### config.mk
export PLATFORM = sky130hd
export DESIGN_NAME = cam_pattern_gen
export DESIGN_NICKNAME = d
export VERILOG_FILES = /design/src/rtl/cam_pkg.sv /design/src/rtl/cam_timing_cnt.sv /design/src/rtl/cam_pattern_gen.sv
export SDC_FILE = /design/constraint.sdc
export NUM_CORES = 1
export LEC_CHECK = 0
export ABC_CLOCK_PERIOD_IN_PS = 2840
export CORE_MARGIN = 2
export CORE_UTILIZATION = 50
export CTS_BUF_LIST = sky130_fd_sc_hd__clkbuf_8
export CTS_CLUSTER_SIZE = 12
export DETAILED_ROUTE_END_ITERATION = 10
export PLACE_DENSITY = 0.79
export SETUP_SLACK_MARGIN = 0.3
export SLEW_MARGIN = 40
export SYNTH_ARGS = -nofsm -noshare
export SYNTH_HDL_FRONTEND = slang
export SYNTH_SLANG_ARGS = --single-unit
### constraint.sdc
create_clock -name clk -period 2.84 [get_ports clk]
set_clock_uncertainty 0.15 [all_clocks]
set_input_delay 0.426 -clock clk [delete_from_list [all_inputs] [get_ports clk]]
set_output_delay 0.426 -clock clk [all_outputs]
set_load 0.005 [all_outputs]
### src/rtl/cam_pkg.sv
// Shared encodings for the camera test-pattern generator: pattern modes,
// controller states and the colour-bar lookup table.
package cam_pkg;

    typedef enum logic [1:0] {
        MODE_RAMP  = 2'd0,
        MODE_BARS  = 2'd1,
        MODE_CONST = 2'd2,
        MODE_FRAME = 2'd3
    } cam_mode_e;

    typedef enum logic {
        ST_IDLE = 1'b0,
        ST_RUN  = 1'b1
    } cam_state_e;

    // Index 0 is the leftmost bar.
    localparam logic [0:7][7:0] BAR_TABLE = {
        8'hFF, 8'hE0, 8'h1C, 8'hFC, 8'h03, 8'hE3, 8'h1F, 8'h00
    };

endpackage

### src/rtl/cam_timing_cnt.sv
// Pixel-clock prescaler and horizontal/vertical raster counters.
// All counters sit at zero whenever run is low.
module cam_timing_cnt
    import cam_pkg::*;
#(
    parameter int unsigned CLK_DIV = 4,
    parameter int unsigned H_TOTAL = 1600,
    parameter int unsigned V_TOTAL = 521
) (
    input  logic                        clk,
    input  logic                        rstn,
    input  logic                        run,
    output logic                        pix_ce,
    output logic                        pclk,
    output logic [$clog2(H_TOTAL)-1:0]  h_cnt,
    output logic [$clog2(V_TOTAL)-1:0]  v_cnt
);

    localparam int unsigned PW = (CLK_DIV > 2) ? $clog2(CLK_DIV) : 1;
    localparam int unsigned HW = $clog2(H_TOTAL);
    localparam int unsigned VW = $clog2(V_TOTAL);

    localparam logic [PW-1:0] PRESC_LAST = PW'(CLK_DIV - 1);
    localparam logic [HW-1:0] H_LAST     = HW'(H_TOTAL - 1);
    localparam logic [VW-1:0] V_LAST     = VW'(V_TOTAL - 1);

    logic [PW-1:0] presc;
    logic [PW-1:0] presc_nxt;

    assign pix_ce = run && (presc == PRESC_LAST);

    always_comb begin
        presc_nxt = '0;
        if (run && !pix_ce) begin
            presc_nxt = presc + 1'b1;
        end
    end

    // pclk is registered from the next prescaler value so it is a clean flop output.
    always_ff @(posedge clk or negedge rstn) begin
        if (!rstn) begin
            presc <= '0;
            pclk  <= 1'b0;
            h_cnt <= '0;
            v_cnt <= '0;
        end else begin
            presc <= presc_nxt;
            pclk  <= (32'(presc_nxt) >= CLK_DIV / 2);
            if (!run) begin
                h_cnt <= '0;
                v_cnt <= '0;
            end else if (pix_ce) begin
                if (h_cnt == H_LAST) begin
                    h_cnt <= '0;
                    v_cnt <= (v_cnt == V_LAST) ? '0 : v_cnt + 1'b1;
                end else begin
                    h_cnt <= h_cnt + 1'b1;
                end
            end
        end
    end

endmodule

### src/rtl/cam_pattern_gen.sv
// Camera-style test-pattern source: OV-like pclk/vsync/href/data timing
// with ramp, colour-bar, constant and frame-number patterns.
module cam_pattern_gen
    import cam_pkg::*;
#(
    parameter int unsigned CLK_DIV     = 4,
    parameter int unsigned H_TOTAL     = 1600,
    parameter int unsigned H_ACTIVE    = 1280,
    parameter int unsigned V_TOTAL     = 521,
    parameter int unsigned VSYNC_LINES = 3,
    parameter int unsigned V_START     = 31,
    parameter int unsigned V_ACTIVE    = 480
) (
    input  logic        clk,
    input  logic        rstn,
    input  logic        enable,
    input  logic [1:0]  mode,
    input  logic [7:0]  const_val,
    output logic        cam_pclk,
    output logic        cam_vsync,
    output logic        cam_href,
    output logic [7:0]  cam_data,
    output logic        frame_start,
    output logic [15:0] frame_cnt
);

    localparam int unsigned HW    = $clog2(H_TOTAL);
    localparam int unsigned VW    = $clog2(V_TOTAL);
    localparam int unsigned BAR_W = H_ACTIVE / 8;
    localparam int unsigned BW    = $clog2(BAR_W + 1);

    localparam logic [HW-1:0] H_LAST   = HW'(H_TOTAL - 1);
    localparam logic [VW-1:0] V_LAST   = VW'(V_TOTAL - 1);
    localparam logic [BW-1:0] BAR_LAST = BW'(BAR_W - 1);

    cam_state_e    state;
    cam_state_e    state_nxt;
    logic          run;
    logic          pix_ce;
    logic [HW-1:0] h_cnt;
    logic [VW-1:0] v_cnt;

    cam_mode_e     mode_sh;
    cam_mode_e     mode_use;
    logic [7:0]    const_sh;
    logic [7:0]    const_use;
    logic [7:0]    fnum_sh;
    logic [7:0]    fnum_use;
    logic [BW-1:0] bar_px;
    logic [2:0]    bar_idx;
    logic          frame_first;
    logic          frame_last;
    logic          vsync_nxt;
    logic          href_nxt;
    logic [7:0]    data_nxt;

    cam_timing_cnt #(
        .CLK_DIV (CLK_DIV),
        .H_TOTAL (H_TOTAL),
        .V_TOTAL (V_TOTAL)
    ) u_timing (
        .clk    (clk),
        .rstn   (rstn),
        .run    (run),
        .pix_ce (pix_ce),
        .pclk   (cam_pclk),
        .h_cnt  (h_cnt),
        .v_cnt  (v_cnt)
    );

    always_ff @(posedge clk or negedge rstn) begin
        if (!rstn) begin
            state <= ST_IDLE;
        end else begin
            state <= state_nxt;
        end
    end

    // run drops combinationally with enable so the counters clear on the next edge.
    always_comb begin
        state_nxt = state;
        run       = 1'b0;
        case (state)
            ST_IDLE: if (enable) state_nxt = ST_RUN;
            ST_RUN: begin
                run = enable;
                if (!enable) state_nxt = ST_IDLE;
            end
            default: state_nxt = ST_IDLE;
        endcase
    end

    // Pixel (0,0) uses the live inputs; the rest of the frame uses the shadows.
    always_comb begin
        frame_first = (h_cnt == '0) && (v_cnt == '0);
        frame_last  = (h_cnt == H_LAST) && (v_cnt == V_LAST);
        mode_use    = frame_first ? cam_mode_e'(mode) : mode_sh;
        const_use   = frame_first ? const_val : const_sh;
        fnum_use    = frame_first ? frame_cnt[7:0] : fnum_sh;
        vsync_nxt   = (32'(v_cnt) < VSYNC_LINES);
        href_nxt    = (32'(v_cnt) >= V_START) && (32'(v_cnt) < V_START + V_ACTIVE) &&
                      (32'(h_cnt) < H_ACTIVE);
        data_nxt    = '0;
        case (mode_use)
            MODE_RAMP:  data_nxt = 8'(h_cnt);
            MODE_BARS:  data_nxt = BAR_TABLE[bar_idx];
            MODE_CONST: data_nxt = const_use;
            MODE_FRAME: data_nxt = fnum_use;
            default:    data_nxt = '0;
        endcase
    end

    always_ff @(posedge clk or negedge rstn) begin
        if (!rstn) begin
            cam_vsync   <= 1'b0;
            cam_href    <= 1'b0;
            cam_data    <= '0;
            frame_start <= 1'b0;
            frame_cnt   <= '0;
            mode_sh     <= MODE_RAMP;
            const_sh    <= '0;
            fnum_sh     <= '0;
            bar_px      <= '0;
            bar_idx     <= '0;
        end else begin
            frame_start <= 1'b0;
            if (!run) begin
                cam_vsync <= 1'b0;
                cam_href  <= 1'b0;
                cam_data  <= '0;
                bar_px    <= '0;
                bar_idx   <= '0;
            end else if (pix_ce) begin
                cam_vsync   <= vsync_nxt;
                cam_href    <= href_nxt;
                cam_data    <= href_nxt ? data_nxt : '0;
                frame_start <= frame_first;
                if (frame_first) begin
                    mode_sh  <= cam_mode_e'(mode);
                    const_sh <= const_val;
                    fnum_sh  <= frame_cnt[7:0];
                end
                if (frame_last) begin
                    frame_cnt <= frame_cnt + 1'b1;
                end
                // Bar sub-counter tracks h_cnt so no divider is needed.
                if (h_cnt == H_LAST) begin
                    bar_px  <= '0;
                    bar_idx <= '0;
                end else if (bar_px == BAR_LAST) begin
                    bar_px  <= '0;
                    bar_idx <= bar_idx + 1'b1;
                end else begin
                    bar_px <= bar_px + 1'b1;
                end
            end
        end
    end

endmodule
==> flow_summary_export.csv, run 1 <==
group,metric,value,unit
grt,grt_max_degree,82,
clocking,path_clk_slew,90,ps
worst_setup_path,worstPathArrival,2640,ps
grt,grt_pass1_wl,16800,um
floorplan,io_pins,41,
logic_synthesis,async_flop_share,1.00,
drt,vias_per_cell,5.78,
flow_run,max-cap-violations,0,
logic_synthesis,ys_ff_latch,81,
sta,hold_violations,0,
logic_synthesis,ys_top_cells_by_count,"dfrtp_1, nand2_1, nor2_1",
drt,antenna_left,0,
clocking,cts_tree,"done",
drt,drt_iter0_markers,217,
worst_setup_path,cpPeakStageDelay,560,ps
place,gp_congestion,0.871,
logic_synthesis,synth_xor_xnor_area_share,0.0561,
logic_synthesis,yosysSeqAreaShare,0.464,
drt,wl_per_cell,16.5,um
logic_synthesis,synth_largest_area_cell,"dfrtp_1",
floorplan,core,8590,um2
floorplan,die_h,97.5,um
grt,first_global_vias,3451,
place,dpl_worst_slack,257,ps
logic_synthesis,synth_top_family_by_area,"simple AND/OR/NAND/NOR gates",
status,status,"finished, final reports clean",
logic_synthesis,syn_area,4370,um2
drt,num_vias,3446,
drt,drc_errors,0,
logic_synthesis,muxShareOfSynthArea,0.0956,
pwr,p_leak,2.36,nW
worst_setup_path,reg2reg_to,"frame_cnt[12]",
place,dp_cells,577,
pwr,vdd_drop_max,0.232,mV
min_path,min_delay_path_depth,1,
min_path,hold-path-endpoint,"u_timing.presc[0]",
sta,relSlewSlack,0.508,
worst_setup_path,crit_top_cell,"or4_4",
worst_setup_path,cp_slowest_cell,"or4_4",
place,placed_area,4930,um2
sta,fin_ws,335,ps
place,dp_hpwl,7020,um
worst_setup_path,r2r_slack,340,ps
logic_synthesis,synth_top_area_share,0.464,
logic_synthesis,synth_area_per_cell,10.1,um2
final_layout,drive_gt1_frac,0.150,
grt,grt_use_total,0.218,
floorplan,die_x,97.5,um
final_layout,postLayoutCellArea,5170,um2
clocking,clk-insertion-delay-late,360,ps
final_layout,diodes,0,
worst_setup_path,worstPathMaxFanout,6,
logic_synthesis,synth.most_common_cell,"dfrtp_1",
floorplan,rows,34,
grt,antenna_found_initial,0,
clocking,clock_sinks,81,
worst_setup_path,rr_worst_depth,5,
pwr,finalPower,2.19,mW
final_layout,instances_no_fill,596,
worst_setup_path,path_cells,"or4_4 > or3_4 > or4_4 > nor3_4 > xor2_1",
clocking,htreeDepth,3,
final_layout,fin_util,0.602,
sta,rsz0062_at_grt,"true",
worst_setup_path,cp.required,2980,ps
logic_synthesis,synth-main-ff-cell,"dfrtp_1",
clocking,cts_buffer_depth,2,
min_path,hp-class,"reg -> reg",
logic_synthesis,syn_inst,433,
worst_setup_path,critPathKind,"reg -> reg",
logic_synthesis,ys_top_cells_by_area,"dfrtp_1, mux2_2, o21ai_0, ha_1, nand2_1",
clocking,cts_buffers,9,
logic_synthesis,synth-simple-area-share,0.213,
place,port-buffer-count,40,
worst_setup_path,start_kind,"flip-flop",
drt,drtPass1Iterations,4,
logic_synthesis,syn-num-nets,459,
worst_setup_path,crit_buf_inv,0,
final_layout,area_delta_synth_final,18.4,%
logic_synthesis,synthAdderAreaFrac,0.0372,
floorplan,initial_utilization,0.509,
sta,hold_ws,287,ps
min_path,hold_start,"u_timing.presc[0]",
pwr,power_density,422,nW/um2
worst_setup_path,r2r-start,"u_timing.v_cnt[4]",
logic_synthesis,synth.distinct_cells,48,
logic_synthesis,synth_compound_area_frac,0.104,
drt,totalWireLength,9850,um
sta,finalCriticalPeriod,2500,ps
worst_setup_path,startpoint,"u_timing.v_cnt[4]",
final_layout,nets,509,
sta,final_max_slew_viol_count,0,
sta,period_share,0.882,
logic_synthesis,synth_edf_count,0,
worst_setup_path,timing.critical_path.max_delay_family,"simple AND/OR/NAND/NOR gates",
grt,grt_remaining_overflow,0,
sta,timing.fmax,399,MHz
logic_synthesis,yosysWarnings,0,
floorplan,dieArea,9500,um2
sta,setup_tns,0,ps
worst_setup_path,endpoint_kind,"flip-flop",
sta,setup_viol,0,
clocking,cts-root-buf,"clkbuf_8",
worst_setup_path,cp.depth,5,
sta,tightest_slew,738,ps
-- power by group --
group	leakage [nW]	switching (mW)	internal, mW
Combinational	1.15	0.0805	0.0619
Sequential	1.12	0.0177	1.17
Clock	0.0925	0.445	0.413
Total	2.36	0.543	1.64
-- state kept, by name (all words and copies together), names as in the netlist, 2 cells and up --
name / count
u_timing.presc: 2
frame_cnt: 16
mode_sh: 2
bar_px: 8
u_timing.v_cnt: 10
const_sh: 8
cam_data: 8
fnum_sh: 8
bar_idx: 3
u_timing.h_cnt: 11
-- kinds of logic (layout without fill, tap and decap cells) --
| kind of cell | after synthesis | in the layout |
|---|---|---|
| and+or+nand+nor | 171 | 171 |
| DFF | 81 | 81 |
| AOI/OAI and AO/OA | 76 | 76 |
| muxes | 33 | 33 |
| buffers and inverters | 31 | 86 |
| xor gates and xnor gates | 28 | 28 |
| adders and majority gates | 13 | 13 |
-- area by class of cell --
type	instances	area (um2)
fill	714	3420
multi-input combinational	321	2220
sequential	81	2030
timing repair buffer	55	529
tap	108	135
clock buffer	9	124
clock inverter	7	78.8
inverter	15	56.3
-- layout by cell type, fill, tap and decap left out, drive strengths merged, types with 5 or more instances in the layout --
cell type and count:
a21oi 12, and2 6, and3 6, buf 15, clkbuf 9, clkdlybuf4s50 39, dfrtp 81, ha 13
inv 17, mux2 20, mux2i 8, mux4 5, nand2 40, nand2b 8, nand3 20, nand3b 5
nand4 9, nor2 39, nor3 11, nor4 8, o21ai 36, o31ai 12, xnor2 13, xor2 15
-- how the worst max path moves through the flow --
stage,endpoint,slack [ps]
finish,frame_cnt[12],340
global route,frame_cnt[12],280
CTS,frame_cnt[11],300
detailed placement,frame_cnt[12],260
global placement,frame_cnt[12],330
floorplan,frame_cnt[12],370
-- layer usage --
metal	up-vias	global-route usage	wire, um
met5	-	0	0
met1	1715	0.300	4530
met2	63	0.350	4840
li1	1652	-	-
met4	0	0.0716	165
met3	16	0.0410	309
-- what timing repair did --
item                       in CTS  in global routing
setup endpoints to repair       0                 10
hold buffers                    1                  0
hold endpoints to repair       78                  0
setup buffers                   0                  2
gates resized for setup         0                  3
Power figures use the tool's default switching activity.
==> run 2: changes to the inputs <==
Settings changed: ABC_CLOCK_PERIOD_IN_PS 2840 to not set, PLACE_DENSITY 0.79 to 0.82.
Clock period 2.84 ns to 2.2 ns, I/O delays scaled along.
==> run 2 against run 1 <==
The run now ends with setup timing left. Sequential share of layout area shrank 8.0 points. Non-clock buffer count grew 84. Setup slack lost 560 ps. Register-to-register slack lost 560 ps. Worst hold slack gained 47 ps. Sequential cell count is the same. Wire length grew 58%. Die area is the same. Count of clock-buffer cells in the layout grew 1. Highest routed layer unchanged.
==> flow_summary_export.csv, run 2 (synthesis results as in run 1) <==
group,metric,value,unit
grt,grt_use_total,0.311,
sta,fin_ws,-223,ps
grt,first_global_vias,4270,
final_layout,layout_commonest_cell,"dfrtp_1",
grt,antenna_found_initial,0,
sta,rsz0062_at_grt,"true",
worst_setup_path,critPathKind,"reg -> reg",
floorplan,die_x,97.5,um
drt,wl_met3,1220,um
pwr,power_frac_comb,0.085,
final_layout,drive_gt1_frac,0.378,
worst_setup_path,worstPathMaxFanout,7,
sta,final_max_slew_viol_count,0,
floorplan,initial_utilization,0.509,
drt,topRoutingLayerUsed,"met4",
final_layout,multi_input_area,2700,um2
min_path,hp-class,"reg -> reg",
worst_setup_path,cp.required,2320,ps
drt,drc_errors,0,
grt,grt_max_degree,47,
place,dpl_worst_slack,-199,ps
clocking,clk-insertion-delay-late,380,ps
pwr,pwr-share-clk,0.436,
worst_setup_path,worstPathArrival,2540,ps
sta,finalCriticalPeriod,2420,ps
drt,num_vias,4364,
grt,grt_remaining_overflow,0,
status,violations,"setup timing",
sta,hold_ws,334,ps
pwr,vdd_drop_max,0.399,mV
sta,hold_violations,0,
grt,grt_pass1_wl,22900,um
clocking,cts-root-buf,"clkbuf_8",
drt,vias_per_cell,6.42,
place,dp_hpwl,8160,um
floorplan,rows,34,
worst_setup_path,start_kind,"flip-flop",
floorplan,io_pins,41,
floorplan,dieArea,9500,um2
floorplan,core,8590,um2
clocking,path_clk_slew,90,ps
clocking,cts_buffer_depth,2,
sta,timing.fmax,413,MHz
final_layout,top_register,"frame_cnt",
final_layout,layout_common_cells,"dfrtp_1, buf_4, clkdlybuf4s50_1",
pwr,p_sw_frac,0.245,
pwr,p_leak,2.94,nW
drt,route.met2.wl,7640,um
final_layout,instances_no_fill,680,
pwr,power.switching,0.783,mW
clocking,clock_sinks,81,
clocking,cts_tree,"done",
drt,drt_iter0_markers,464,
pwr,finalPower,3.20,mW
final_layout,fillerInstances,472,
place,gp_congestion,0.940,
pwr,seqPwrFrac,0.479,
place,dp_cells,630,
sta,tightest_slew,603,ps
status,status,"finished, violations left",
pwr,p_int,2.42,mW
final_layout,top_regs,"frame_cnt (16), u_timing.h_cnt (11), u_timing.v_cnt (10)",
drt,drt-met1-wl,5780,um
final_layout,nets,593,
drt,totalWireLength,15600,um
drt,drtPass1Iterations,5,
sta,period_share,1.10,
worst_setup_path,endpoint_kind,"flip-flop",
clocking,htreeDepth,3,
final_layout,largest_reg_flops,16,
drt,antenna_left,0,
sta,setup_viol,44,
drt,wl_per_cell,22.9,um
place,port-buffer-count,40,
flow_run,max-cap-violations,0,
pwr,power_density,492,nW/um2
sta,relSlewSlack,0.598,
final_layout,ff_latch_area,2030,um2
clocking,cts_buffers,9,
floorplan,die_h,97.5,um
final_layout,diodes,0,
final_layout,area_delta_synth_final,49.0,%
## run 2: metrics by stage
step / cell area, um2 / setup TNS, ps / utilization
after floorplan: 4500 / -3430 / -
after global placement: 5460 / -2110 / 0.635
after detailed placement: 5460 / -3320 / 0.635
after CTS: 6250 / -2100 / 0.728
after global routing: 6510 / -9950 / 0.758
final: 6510 / -7060 / 0.758
## run 2: critical path, cell delays in order (launching register included)
cell and delay (ps):
dfrtp_1 420, or4bb_1 580, or3_4 370, buf_4 170, nor4_4 180, buf_6 180
nand3_2 110, xnor2_2 160
## run 2: cell type report
cell class              instances  area share
multi-input cells             321       0.414
flip-flops and latches         81       0.312
repair buffers                139       0.205
clock buffers                  10      0.0211
well taps                     108      0.0208
clock inverters                 6      0.0177
inverters                      15     0.00865
## run 2: metal layers
metal | up-vias | track usage
met5 | - | 0
met4 | 0 | 0.181
met3 | 89 | 0.0612
met2 | 302 | 0.517
met1 | 2154 | 0.376
li1 | 1819 | -
## run 2: timing repair
item,in CTS,in global routing
hold endpoints to repair,35,0
cloned,3,0
setup endpoints to repair,69,72
resized for setup,90,32
hold buffers,1,0
setup buffers,15,15
pin swaps,21,9
## run 2: power by group through the flow
stage               Combinational (mW)  Clock [mW]  Sequential [mW]
floorplan                        0.112           0             1.55
global placement                 0.202           0             1.56
detailed placement               0.210           0             1.56
CTS                              0.235        1.39             1.53
global route                     0.286        1.46             1.54
finish                           0.272        1.39             1.53
## run 2: path summary, 6_finish.rpt
kind                       slack [ps]  cells past startpoint       endpoint              start
max                              -220                      7   frame_cnt[7]  u_timing.v_cnt[2]
min                               330                      1  frame_cnt[15]      frame_cnt[15]
max reg2reg                      -220                      7   frame_cnt[7]  u_timing.v_cnt[2]
min reg2reg                       330                      1  frame_cnt[15]      frame_cnt[15]
max in group asynchronous         900                      3       cam_href               rstn
min in group asynchronous         360                      2    frame_start               rstn
